**src/rtl/alu_pkg.sv**
```systemverilog
// Shared encodings for the miniRV multi-cycle execute unit.
package alu_pkg;

    localparam logic [6:0] OPC_OP_IMM = 7'b0010011;
    localparam logic [6:0] OPC_OP     = 7'b0110011;

    localparam logic [2:0] F3_ADD  = 3'b000;
    localparam logic [2:0] F3_SLL  = 3'b001;
    localparam logic [2:0] F3_SLT  = 3'b010;
    localparam logic [2:0] F3_SLTU = 3'b011;
    localparam logic [2:0] F3_XOR  = 3'b100;
    localparam logic [2:0] F3_SR   = 3'b101;
    localparam logic [2:0] F3_OR   = 3'b110;
    localparam logic [2:0] F3_AND  = 3'b111;

    localparam logic [2:0] F3_MUL    = 3'b000;
    localparam logic [2:0] F3_MULH   = 3'b001;
    localparam logic [2:0] F3_MULHSU = 3'b010;
    localparam logic [2:0] F3_MULHU  = 3'b011;
    localparam logic [2:0] F3_DIV    = 3'b100;
    localparam logic [2:0] F3_DIVU   = 3'b101;
    localparam logic [2:0] F3_REM    = 3'b110;
    localparam logic [2:0] F3_REMU   = 3'b111;

    localparam logic [6:0] F7_BASE   = 7'b0000000;
    localparam logic [6:0] F7_ALT    = 7'b0100000;
    localparam logic [6:0] F7_MULDIV = 7'b0000001;

    typedef enum logic [1:0] {
        IDLE = 2'd0,
        CALC = 2'd1,
        DONE = 2'd2
    } state_t;

endpackage

```
**src/rtl/muldiv_iter.sv**
```systemverilog
// Iterative RV32M datapath: one shift-add or restoring-divide step per cycle,
// with sign fix-up and divide-by-zero / overflow overrides on the final step.
module muldiv_iter
    import alu_pkg::*;
#(
    parameter int unsigned XLEN = 32
) (
    input  logic            clk,
    input  logic            rst_n,
    input  logic            flush,
    input  logic            start,
    input  logic [2:0]      funct3,
    input  logic [XLEN-1:0] op_a,
    input  logic [XLEN-1:0] op_b,
    output logic            done_c,
    output logic [XLEN-1:0] result_c
);

    localparam int unsigned CW = $clog2(XLEN);
    localparam int unsigned AW = 2 * XLEN;
    localparam logic [XLEN-1:0] MIN_VAL = {1'b1, {(XLEN-1){1'b0}}};
    localparam logic [CW-1:0]   LAST    = CW'(XLEN - 1);

    logic [2:0]      funct3_q, funct3_d;
    logic            busy_q, busy_d;
    logic [CW-1:0]   cnt_q, cnt_d;
    logic [AW-1:0]   acc_q, acc_d;
    logic [XLEN-1:0] opb_q, opb_d;
    logic [XLEN-1:0] a_orig_q, a_orig_d;
    logic            neg_res_q, neg_res_d;
    logic            neg_rem_q, neg_rem_d;
    logic            div_zero_q, div_zero_d;
    logic            ovf_q, ovf_d;

    logic            a_signed, b_signed, a_neg, b_neg;
    logic [XLEN-1:0] a_mag, b_mag;
    logic [XLEN:0]   mul_sum, div_sh;
    logic [XLEN-1:0] div_sub;
    logic            div_ge;
    logic [AW-1:0]   mul_step, div_step, step_acc, prod;
    logic [XLEN-1:0] quo_fix, rem_fix;

    // Operand signedness and magnitudes for the op being started.
    always_comb begin
        a_signed = 1'b0;
        b_signed = 1'b0;
        case (funct3)
            F3_MUL, F3_MULH, F3_DIV, F3_REM: begin
                a_signed = 1'b1;
                b_signed = 1'b1;
            end
            F3_MULHSU:                  a_signed = 1'b1;
            F3_MULHU, F3_DIVU, F3_REMU: ;
            default: ;
        endcase
        a_neg = a_signed & op_a[XLEN-1];
        b_neg = b_signed & op_b[XLEN-1];
        a_mag = a_neg ? -op_a : op_a;
        b_mag = b_neg ? -op_b : op_b;
    end

    // One iteration: acc holds {hi, lo} = {partial product, multiplier} or {remainder, quotient}.
    always_comb begin
        mul_sum  = {1'b0, acc_q[AW-1:XLEN]} + (acc_q[0] ? {1'b0, opb_q} : '0);
        mul_step = {mul_sum, acc_q[XLEN-1:1]};
        div_sh   = acc_q[AW-1:XLEN-1];
        div_ge   = div_sh >= {1'b0, opb_q};
        div_sub  = div_sh[XLEN-1:0] - opb_q;
        div_step = {(div_ge ? div_sub : div_sh[XLEN-1:0]), acc_q[XLEN-2:0], div_ge};
        step_acc = funct3_q[2] ? div_step : mul_step;
    end

    // Final result from the last step, with sign fix and overrides.
    always_comb begin
        prod    = neg_res_q ? -step_acc : step_acc;
        quo_fix = neg_res_q ? -step_acc[XLEN-1:0] : step_acc[XLEN-1:0];
        rem_fix = neg_rem_q ? -step_acc[AW-1:XLEN] : step_acc[AW-1:XLEN];
        if (div_zero_q) begin
            quo_fix = '1;
            rem_fix = a_orig_q;
        end else if (ovf_q) begin
            quo_fix = MIN_VAL;
            rem_fix = '0;
        end
        if (funct3_q[2]) begin
            result_c = funct3_q[1] ? rem_fix : quo_fix;
        end else begin
            result_c = (funct3_q == F3_MUL) ? prod[XLEN-1:0] : prod[AW-1:XLEN];
        end
        done_c = busy_q & (cnt_q == LAST);
    end

    always_comb begin
        funct3_d   = funct3_q;
        busy_d     = busy_q;
        cnt_d      = cnt_q;
        acc_d      = acc_q;
        opb_d      = opb_q;
        a_orig_d   = a_orig_q;
        neg_res_d  = neg_res_q;
        neg_rem_d  = neg_rem_q;
        div_zero_d = div_zero_q;
        ovf_d      = ovf_q;
        if (start) begin
            funct3_d   = funct3;
            busy_d     = 1'b1;
            cnt_d      = '0;
            acc_d      = {{XLEN{1'b0}}, a_mag};
            opb_d      = b_mag;
            a_orig_d   = op_a;
            neg_res_d  = a_neg ^ b_neg;
            neg_rem_d  = funct3[2] & a_neg;
            div_zero_d = funct3[2] & (op_b == '0);
            ovf_d      = funct3[2] & a_signed & (op_a == MIN_VAL) & (&op_b);
        end else if (busy_q) begin
            acc_d = step_acc;
            cnt_d = cnt_q + CW'(1);
            if (cnt_q == LAST) begin
                busy_d = 1'b0;
                cnt_d  = '0;
            end
        end
    end

    always_ff @(posedge clk) begin
        if (!rst_n || flush) begin
            funct3_q   <= '0;
            busy_q     <= 1'b0;
            cnt_q      <= '0;
            acc_q      <= '0;
            opb_q      <= '0;
            a_orig_q   <= '0;
            neg_res_q  <= 1'b0;
            neg_rem_q  <= 1'b0;
            div_zero_q <= 1'b0;
            ovf_q      <= 1'b0;
        end else begin
            funct3_q   <= funct3_d;
            busy_q     <= busy_d;
            cnt_q      <= cnt_d;
            acc_q      <= acc_d;
            opb_q      <= opb_d;
            a_orig_q   <= a_orig_d;
            neg_res_q  <= neg_res_d;
            neg_rem_q  <= neg_rem_d;
            div_zero_q <= div_zero_d;
            ovf_q      <= ovf_d;
        end
    end

endmodule

```
**src/rtl/alu_mc.sv**
```systemverilog
// miniRV execute unit: single-cycle RV32I ALU plus iterative RV32M,
// with valid/ready handshakes on both sides and a registered result.
module alu_mc
    import alu_pkg::*;
#(
    parameter int unsigned XLEN = 32,
    parameter bit          EN_M = 1'b1
) (
    input  logic            clk,
    input  logic            rst_n,
    input  logic            flush,
    input  logic            in_valid,
    output logic            in_ready,
    input  logic [6:0]      opcode,
    input  logic [2:0]      funct3,
    input  logic [6:0]      funct7,
    input  logic [XLEN-1:0] rdata1,
    input  logic [XLEN-1:0] rdata2,
    input  logic [XLEN-1:0] imm,
    output logic            out_valid,
    input  logic            out_ready,
    output logic [XLEN-1:0] rout
);

    localparam int unsigned SHW = $clog2(XLEN);

    state_t          state_q, state_d;
    logic [XLEN-1:0] rout_q, rout_d;
    logic            out_valid_q, out_valid_d;

    logic            in_ready_c, accept_c, is_m_c;
    logic            base_en_c, alt_en_c, arith_c;
    logic [XLEN-1:0] op_b_c, alu_res_c;
    logic [SHW-1:0]  shamt_c;
    logic            md_done_c;
    logic [XLEN-1:0] md_result_c;

    assign in_ready_c = (state_q == IDLE) | ((state_q == DONE) & out_ready);
    assign accept_c   = in_valid & in_ready_c & ~flush;
    assign is_m_c     = EN_M & (opcode == OPC_OP) & (funct7 == F7_MULDIV);

    // Single-cycle RV32I result; unsupported encodings fall through to zero.
    always_comb begin
        op_b_c    = (opcode == OPC_OP) ? rdata2 : imm;
        shamt_c   = op_b_c[SHW-1:0];
        base_en_c = (opcode == OPC_OP_IMM) | ((opcode == OPC_OP) & (funct7 == F7_BASE));
        alt_en_c  = (opcode == OPC_OP) & (funct7 == F7_ALT);
        arith_c   = (opcode == OPC_OP_IMM) & funct7[5];
        alu_res_c = '0;
        case (funct3)
            F3_ADD: begin
                if (base_en_c)     alu_res_c = rdata1 + op_b_c;
                else if (alt_en_c) alu_res_c = rdata1 - op_b_c;
            end
            F3_SLL:  if (base_en_c) alu_res_c = rdata1 << shamt_c;
            F3_SLT:  if (base_en_c) alu_res_c = {{(XLEN-1){1'b0}}, ($signed(rdata1) < $signed(op_b_c))};
            F3_SLTU: if (base_en_c) alu_res_c = {{(XLEN-1){1'b0}}, (rdata1 < op_b_c)};
            F3_XOR:  if (base_en_c) alu_res_c = rdata1 ^ op_b_c;
            F3_SR: begin
                if (base_en_c && !arith_c)            alu_res_c = rdata1 >> shamt_c;
                else if (alt_en_c || (base_en_c && arith_c))
                    alu_res_c = XLEN'($signed(rdata1) >>> shamt_c);
            end
            F3_OR:   if (base_en_c) alu_res_c = rdata1 | op_b_c;
            F3_AND:  if (base_en_c) alu_res_c = rdata1 & op_b_c;
            default: ;
        endcase
    end

    muldiv_iter #(
        .XLEN (XLEN)
    ) u_muldiv (
        .clk      (clk),
        .rst_n    (rst_n),
        .flush    (flush),
        .start    (accept_c & is_m_c),
        .funct3   (funct3),
        .op_a     (rdata1),
        .op_b     (rdata2),
        .done_c   (md_done_c),
        .result_c (md_result_c)
    );

    // Handshake FSM; a new accept overrides DONE->IDLE for back-to-back issue.
    always_comb begin
        state_d     = state_q;
        rout_d      = rout_q;
        out_valid_d = out_valid_q;
        case (state_q)
            IDLE: ;
            CALC: begin
                if (md_done_c) begin
                    state_d     = DONE;
                    rout_d      = md_result_c;
                    out_valid_d = 1'b1;
                end
            end
            DONE: begin
                if (out_ready) begin
                    state_d     = IDLE;
                    out_valid_d = 1'b0;
                end
            end
            default: state_d = IDLE;
        endcase
        if (accept_c) begin
            if (is_m_c) begin
                state_d     = CALC;
                out_valid_d = 1'b0;
            end else begin
                state_d     = DONE;
                rout_d      = alu_res_c;
                out_valid_d = 1'b1;
            end
        end
        if (flush) begin
            state_d     = IDLE;
            rout_d      = '0;
            out_valid_d = 1'b0;
        end
    end

    always_ff @(posedge clk) begin
        if (!rst_n) begin
            state_q     <= IDLE;
            rout_q      <= '0;
            out_valid_q <= 1'b0;
        end else begin
            state_q     <= state_d;
            rout_q      <= rout_d;
            out_valid_q <= out_valid_d;
        end
    end

    assign in_ready  = in_ready_c;
    assign out_valid = out_valid_q;
    assign rout      = rout_q;

endmodule

```
**config.mk**
```make
export PLATFORM = sky130hd
export DESIGN_NAME = alu_mc
export DESIGN_NICKNAME = d
export VERILOG_FILES = /design/src/rtl/alu_pkg.sv /design/src/rtl/muldiv_iter.sv /design/src/rtl/alu_mc.sv
export SDC_FILE = /design/constraint.sdc
export NUM_CORES = 1
export LEC_CHECK = 0
export BUFFER_PORTS_ARGS = -buffer_cell sky130_fd_sc_hd__buf_2
export CAP_MARGIN = 20
export CORE_UTILIZATION = 45
export DETAILED_ROUTE_END_ITERATION = 7
export HOLD_SLACK_MARGIN = 0.02
export REMOVE_ABC_BUFFERS = 1
export SYNTH_ARGS = -nofsm -noshare
export SYNTH_HDL_FRONTEND = slang
export SYNTH_SLANG_ARGS = --single-unit
```
**constraint.sdc**
```tcl
create_clock -name clk -period 9.1 [get_ports clk]
set_clock_uncertainty 0.2 [all_clocks]
set_input_delay 1.365 -clock clk [delete_from_list [all_inputs] [get_ports clk]]
set_output_delay 1.365 -clock clk [all_outputs]
set_load 0.03 [all_outputs]
```
# After elaboration in Yosys (flattened, before gate mapping)
# Index checks and enable logic that the tools add are counted.
[totals] ff_bits=176 input_bits=118 output_inout_bits=34
[classes] addsub=10 n_lt_le_gt_ge=3 n_eq_ne=18 n_shift=3 mux=49 n_bitwise=24 n_reduce_logical=20
[op_table] op="2-to-1 mux 32 bit" n=28
[op_table] op="case mux 32 bit (8 select lines)" n=1
[op_table] op="2-to-1 mux 64 bit" n=2
[op_table] op="negation 32 bit" n=4
[op_table] op="less-than comparator 32 bit" n=2
[op_table] op="negation 64 bit" n=1
[op_table] op="subtractor 32 bit" n=2
[op_table] op="adder 32 x 32 -> 33 bit" n=1
[op_table] op="greater-or-equal comparator 33 x 32 -> 1 bit" n=1
[op_table] op="adder 32 bit" n=1
[op_table] op="bitwise AND 32 bit" n=1
[op_table] op="== test 32 bit (second input constant)" n=1
[op_table] op="zero test 32 bit" n=1
[op_table] op="OR 32 bit" n=1
[op_table] op="AND reduction 32 bit" n=1
[op_table] op="<< shifter 32 x 5 -> 32 bit" n=1
[op_table] op="right shift 32 x 5 -> 32 bit" n=1
[op_table] op=">>> shifter 32 x 5 -> 32 bit" n=1
[op_table] op="bitwise XOR 32 bit" n=1
[op_table] op="bitwise AND 1 bit" n=16
[op_table] op="== test 7 x 6 -> 1 bit (second input constant)" n=2
[op_table] op="== test 3 bit (second input constant)" n=4
[op_table] op="2-to-1 mux 1 bit" n=11
[op_table] op="2-to-1 mux 2 bit" n=4
[op_table] op="other kinds (28)" n=38

# Depth between registers and ports, before layout
[logic_depth] ltp_word=13 ltp_mapped=23 depth_no_buf=21

# Modules after synthesis
# A second synthesis with hierarchy kept.
[unflattened] hier_cells=4028 hier_area_um2=27164.8
[by_module_without_submodules] mod="muldiv_iter" instances=1 cells_per_inst=2194 area_each_um2=15534.9 seq_area_each_um2=2822.7
[by_module_without_submodules] mod="alu_mc" instances=1 cells_per_inst=1834 area_each_um2=11629.9 seq_area_each_um2=700.7

# Worst setup path after synthesis
# Ideal clock, no wire load.
[synth_timing] path_type="input port to flip-flop" from="input port opcode[3]" to="register rout_q[31], in the netlist rout[31]" setup_time_ns=0.092 arrival_ns=6.618 path_slack_ns=2.189 stages=21 cell_sequence="nor4bb_1 nand3_1 mux2i_1 clkbuf_1 clkbuf_1 buf_1 clkbuf_1 ha_1 o21bai_1 and2_1 o211ai_1 o221ai_1 a311oi_1 or4_1 nor2_1 o21bai_1 a221oi_1 a221oi_1 xor2_1 a21oi_1 o32ai_1"
[synth_between] elab_chain_len=10 word_cells_on_any_way=31 cone_classes="add/sub: 2; eq/ne: 2; shift: 3; mux: 12; bitwise: 8; reduce/logical: 4"
[synth_rtl] element="from (decl)" line_no="alu_mc.sv:14" rtl="input logic [6:0] opcode,"
[synth_rtl] element="parallel branches: the longest is 8 deep, another holds subtractor 32 bit"
[synth_rtl] element="2-to-1 mux 32 bit (*)" line_no="alu_mc.sv:107" rtl="if (is_m_c) begin"
[synth_rtl] element="2-to-1 mux 32 bit (*)" line_no="alu_mc.sv:106" rtl="if (accept_c) begin"
[synth_rtl] element="to (signal assigned)" line_no="alu_mc.sv:130" rtl="rout_q <= rout_d;"
[synth_rtl] element="to (decl)" line_no="alu_mc.sv:28" rtl="logic [XLEN-1:0] rout_q, rout_d;"
# Every way passes the cells marked *.
# A chain may end at the register's enable or synchronous reset.

# Worst setup path after layout
# Same ends and word-level chain as after synthesis.

==> impl_results.html <==
<table>
<tr><th>Metric</th><th>Value</th></tr>
<tr><th colspan="2">Status</th></tr>
<tr><td>Run status</td><td>finished clean</td></tr>
<tr><th colspan="2">Detailed routing</th></tr>
<tr><td>Total iterations of the first detailed-routing run</td><td>7</td></tr>
<tr><td>Detail Route Antenna Nets</td><td>0</td></tr>
<tr><td>Detailed-route DRC error count</td><td>0</td></tr>
<tr><td>WL met3</td><td>10,030 um</td></tr>
<tr><td>WL/cell</td><td>26.12 um</td></tr>
<tr><td>M1 WL</td><td>46,220 um</td></tr>
<tr><td>Vias/cell</td><td>6.598</td></tr>
<tr><td>Via count</td><td>29.06k</td></tr>
<tr><td>Sum of routed wire length over all layers</td><td>115,100 um</td></tr>
<tr><td>Top routing layer in use</td><td>met4</td></tr>
<tr><td>DR iter-0 viols</td><td>3,626</td></tr>
<tr><td>Met2 Routed Length</td><td>51,880 um</td></tr>
<tr><th colspan="2">Pwr</th></tr>
<tr><td>Total power draw</td><td>0.002289 W</td></tr>
<tr><td>Power per Cell Area</td><td>84.88 nW/um^2</td></tr>
<tr><td>Max rail drop VDD</td><td>0.07891 mV</td></tr>
<tr><td>Total leakage power</td><td>10.51 nW</td></tr>
<tr><th colspan="2">Layout</th></tr>
<tr><td>NumNets Final</td><td>3,934</td></tr>
<tr><td>Synthesis-to-layout area growth</td><td>7.026%</td></tr>
<tr><td>Fill cell count</td><td>5,815</td></tr>
<tr><td>Number of standard cells in the final layout excluding fillers</td><td>4,405</td></tr>
<tr><td>Proportion of layout cells with a drive suffix above 1</td><td>9.437%</td></tr>
<tr><td>Final Core Density</td><td>48.85%</td></tr>
<tr><th colspan="2">Timing</th></tr>
<tr><td>Max frequency</td><td>143.3 MHz</td></tr>
<tr><td>Slew at the pin with the worst max-slew slack</td><td>1.044 ns</td></tr>
<tr><td>Post-route minimum period</td><td>6.980 ns</td></tr>
<tr><td>Setup repair after global routing missed its margin</td><td>false</td></tr>
<tr><td>Final number of setup-violating endpoints</td><td>0</td></tr>
<tr><td>Count of endpoints failing hold in the final timing report</td><td>0</td></tr>
<tr><td>Headroom to the max-slew limit</td><td>30.43%</td></tr>
<tr><td>Final-layout setup total negative slack</td><td>0 ns</td></tr>
<tr><td>Max-slew violations</td><td>0</td></tr>
<tr><td>Final period utilization</td><td>76.70%</td></tr>
<tr><th colspan="2">CTS</th></tr>
<tr><td>Register clock-pin slew on the reported worst setup and hold paths</td><td>0.08 ns</td></tr>
<tr><td>Root buffer cell</td><td>sky130_fd_sc_hd__clkbuf_16</td></tr>
<tr><td>Number of buffers created by CTS</td><td>17</td></tr>
<tr><td>H-tree depth reported by CTS</td><td>4</td></tr>
<tr><td>TritonCTS clock tree</td><td>yes</td></tr>
<tr><td>Buffers inserted by post-CTS timing repair</td><td>0</td></tr>
<tr><td>Gates resized, CTS repair</td><td>0</td></tr>
<tr><td>Clock latency on the worst-skew pair</td><td>0.47 ns</td></tr>
<tr><td>Maximum count of clock buffers along a single path</td><td>2</td></tr>
<tr><td>Total clock sinks</td><td>176</td></tr>
<tr><td>Hold buffer count at CTS</td><td>0</td></tr>
<tr><th colspan="2">Global route</th></tr>
<tr><td>Maximum number of pins on one net before global-route repair</td><td>89</td></tr>
<tr><td>Number of global-route vias before repair</td><td>26.54k</td></tr>
<tr><td>Total global routing overflow</td><td>0</td></tr>
<tr><td>Number of antenna violations at the first check in global routing</td><td>1</td></tr>
<tr><td>Overall routing resource usage</td><td>39.54%</td></tr>
<tr><td>Wire length of the first global-routing pass</td><td>170,300 um</td></tr>
<tr><th colspan="2">Setup path</th></tr>
<tr><td>Max Fanout on Critical Path</td><td>37</td></tr>
<tr><td>Req. time, crit path</td><td>9.28 ns</td></tr>
<tr><td>Data arrival at the endpoint of the critical path</td><td>7.16 ns</td></tr>
<tr><td>Sort of element at the start of the critical path</td><td>input pin</td></tr>
<tr><td>Reg-to-reg critical path endpoint</td><td>rout[26]$_SDFF_PP0_</td></tr>
<tr><td>Register-to-Register Path Depth</td><td>21</td></tr>
<tr><td>Worst Path Class, Setup</td><td>input pin to flip-flop</td></tr>
<tr><td>FF-to-FF setup slack</td><td>2.38 ns</td></tr>
<tr><td>R2r startpoint</td><td>u_muldiv.opb_q[30]$_SDFFE_PP0P_</td></tr>
<tr><td>Critical path endpoint category</td><td>flip-flop</td></tr>
<tr><th colspan="2">Placed design</th></tr>
<tr><td>Detailed placer's ending HPWL</td><td>87,780 um</td></tr>
<tr><td>Post-placement cell count</td><td>4,372</td></tr>
<tr><td>Final RePlAce weighted congestion</td><td>1.042</td></tr>
<tr><td>Count of input and output buffers</td><td>151</td></tr>
<tr><th colspan="2">Synth</th></tr>
<tr><td>Number of flops mapped to enable cells by yosys</td><td>0</td></tr>
<tr><td>Library cell occupying the most area in the post-synthesis netlist</td><td>sky130_fd_sc_hd__dfxtp_1</td></tr>
<tr><td>Yosys top cell area share</td><td>13.98%</td></tr>
<tr><td>Mean instance size in the synthesized netlist</td><td>6.815 sq um</td></tr>
<tr><td>Proportion of synthesized chip area in sequential cells</td><td>13.98%</td></tr>
<tr><td>Post-synthesis async set-or-reset flop share</td><td>0%</td></tr>
<tr><td>Synth area leaders</td><td>sky130_fd_sc_hd__dfxtp_1 14%, sky130_fd_sc_hd__ha_1 8.3%, sky130_fd_sc_hd__nand2_1 7.1%</td></tr>
<tr><td>Most used flip-flop cell after synthesis</td><td>sky130_fd_sc_hd__dfxtp_1</td></tr>
<tr><td>Area of the mapped netlist</td><td>25,200 sq um</td></tr>
<tr><td>Seq cells post-synth</td><td>176</td></tr>
<tr><td>Number of distinct library cells after synthesis</td><td>96</td></tr>
<tr><td>Top post-synthesis cells by count</td><td>477 x sky130_fd_sc_hd__nand2_1, 373 x sky130_fd_sc_hd__nor2_1, 329 x sky130_fd_sc_hd__a21oi_1</td></tr>
<tr><td>Total of warnings raised by yosys</td><td>0</td></tr>
<tr><td>Most repeated cell in the gate-level netlist after synthesis</td><td>sky130_fd_sc_hd__nand2_1</td></tr>
<tr><td>Synthesized instance count</td><td>3,697</td></tr>
<tr><th colspan="2">Floorplanning</th></tr>
<tr><td>Boundary Pins</td><td>152</td></tr>
<tr><td>Initial Utilization</td><td>45.65%</td></tr>
<tr><td>Core region area</td><td>55,200 sq um</td></tr>
<tr><td>Die X</td><td>238.6 um</td></tr>
<tr><td>Number of rows created at floorplan</td><td>86</td></tr>
<tr><td>Die area</td><td>56,940 sq um</td></tr>
<tr><td>DIE HEIGHT</td><td>238.6 um</td></tr>
<tr><th colspan="2">Worst hold path</th></tr>
<tr><td>Hold Startpoint</td><td>u_muldiv.a_orig_q[20]$_SDFFE_PP0P_</td></tr>
<tr><td>Hold endpoint</td><td>u_muldiv.a_orig_q[20]$_SDFFE_PP0P_</td></tr>
<tr><td>Worst min-delay path category</td><td>flip-flop to flip-flop</td></tr>
<tr><td>Hold path depth</td><td>2</td></tr>
<tr><th colspan="2">Run</th></tr>
<tr><td>Reported max-cap violation count</td><td>0</td></tr>
</table>
stage by stage:
step	setup slack (ns)	hold WS (ns)	instance area [sq um]
detailed placement	1.826	0.2453	26350
floorplan	-2.428	0.2287	24050
CTS	2.315	0.2529	26940
global route	1.794	0.2669	26970
global placement	1.905	0.2413	26350
finish	2.120	0.2573	26970
report_power, final:
part / leakage (nW) / total (W) / switching, W / internal [W]
Combinational: 8.81 / 0.000717 / 0.000489 / 0.000229
Clock: 0.282 / 0.000794 / 0.000360 / 0.000434
Sequential: 1.42 / 0.000778 / 0.00000488 / 0.000773
area by class of cell:
cell class	instances	area, sq um	share of cell area, %
clock buffer	20	436.7	1.619
antenna	1	2.502	0.009279
clock inverter	11	152.6	0.5660
tap	748	935.9	3.471
timing repair buffer	219	1286	4.770
inverter	169	634.4	2.352
sequential	176	3532	13.10
multi-input combinational	3061	19990	74.12
worst max-delay path: stages:
cell	delay [ns]
sky130_fd_sc_hd__buf_2	0.10
sky130_fd_sc_hd__nor4bb_1	0.45
sky130_fd_sc_hd__nand3_2	0.55
sky130_fd_sc_hd__mux2i_4	0.33
sky130_fd_sc_hd__buf_4	0.42
sky130_fd_sc_hd__ha_1	0.40
sky130_fd_sc_hd__o21bai_1	0.25
sky130_fd_sc_hd__and2_1	0.19
sky130_fd_sc_hd__o211ai_1	0.19
sky130_fd_sc_hd__o221ai_1	0.54
sky130_fd_sc_hd__a311oi_1	0.34
sky130_fd_sc_hd__or4_1	0.56
sky130_fd_sc_hd__nor2_1	0.13
sky130_fd_sc_hd__o21bai_1	0.08
sky130_fd_sc_hd__a221oi_1	0.51
sky130_fd_sc_hd__a221oi_1	0.18
sky130_fd_sc_hd__xor2_1	0.17
sky130_fd_sc_hd__a21oi_1	0.09
sky130_fd_sc_hd__o32ai_1	0.28
layer usage:
metal,GRT usage [%],vias to the layer above
li1,-,13377
met3,5.208,353
met1,51.17,13669
met4,22.18,0
met2,63.20,1663
met5,0,-
registers in the layout (all words and copies together) (netlist names), 2 cells and up:
name and count:
u_muldiv.acc_q 64, rout 32, u_muldiv.a_orig_q 32, u_muldiv.opb_q 32, u_muldiv.cnt_q 5, u_muldiv.funct3_q 3, state_q 2
cell usage in the layout, fill, tap and decap left out, types with 11 or more instances in the layout:
master	n
sky130_fd_sc_hd__nor3_1	87
sky130_fd_sc_hd__o211ai_1	89
sky130_fd_sc_hd__mux2_2	11
sky130_fd_sc_hd__and3_1	23
sky130_fd_sc_hd__mux2i_1	116
sky130_fd_sc_hd__o41ai_1	18
sky130_fd_sc_hd__a211oi_1	119
sky130_fd_sc_hd__o22ai_1	31
sky130_fd_sc_hd__and2_1	49
sky130_fd_sc_hd__buf_2	151
sky130_fd_sc_hd__a211o_1	14
sky130_fd_sc_hd__buf_4	67
sky130_fd_sc_hd__a31oi_1	40
sky130_fd_sc_hd__inv_1	162
sky130_fd_sc_hd__or4_1	13
sky130_fd_sc_hd__nand2_1	476
sky130_fd_sc_hd__o31ai_1	37
sky130_fd_sc_hd__a22oi_1	18
sky130_fd_sc_hd__xor2_1	63
sky130_fd_sc_hd__xnor2_1	120
sky130_fd_sc_hd__a21oi_1	328
sky130_fd_sc_hd__nand4_1	38
sky130_fd_sc_hd__clkbuf_16	17
sky130_fd_sc_hd__nor2_1	373
sky130_fd_sc_hd__o21a_1	24
sky130_fd_sc_hd__a221oi_1	45
sky130_fd_sc_hd__o221ai_1	24
sky130_fd_sc_hd__o21ai_0	291
sky130_fd_sc_hd__nor4_1	26
sky130_fd_sc_hd__o21bai_1	24
sky130_fd_sc_hd__or3_1	25
sky130_fd_sc_hd__mux4_2	33
sky130_fd_sc_hd__a21o_1	35
sky130_fd_sc_hd__or2_2	11
sky130_fd_sc_hd__nand3_1	52
sky130_fd_sc_hd__nor2b_1	20
sky130_fd_sc_hd__dfxtp_1	173
sky130_fd_sc_hd__ha_1	168
sky130_fd_sc_hd__nand2b_1	33
worst max path at each step:
stage | start | to | depth (start not counted)
2_1_floorplan | opcode[3] | rout[31]$_SDFF_PP0_ | 19
3_3_place_gp | opcode[3] | rout[29]$_SDFF_PP0_ | 22
3_5_place_dp | opcode[3] | rout[29]$_SDFF_PP0_ | 22
4_1_cts | opcode[3] | rout[31]$_SDFF_PP0_ | 19
5_1_grt | opcode[3] | rout[31]$_SDFF_PP0_ | 23
6_report | opcode[3] | rout[31]$_SDFF_PP0_ | 19
cells by family (layout without fill, tap and decap cells):
group	after synthesis	after routing	share of synthesized area (%)
and+or+nand+nor	1287	1287	23.43
DFF	176	176	13.98
buffers and inverters	460	419	7.076
adders and majority gates	172	172	8.660
xor gates and xnor gates	183	183	6.361
muxes	165	165	8.263
AOI/OAI and AO/OA	1254	1254	32.22
other	0	1	0
Note: power is estimated with default switching activity, not from simulation.
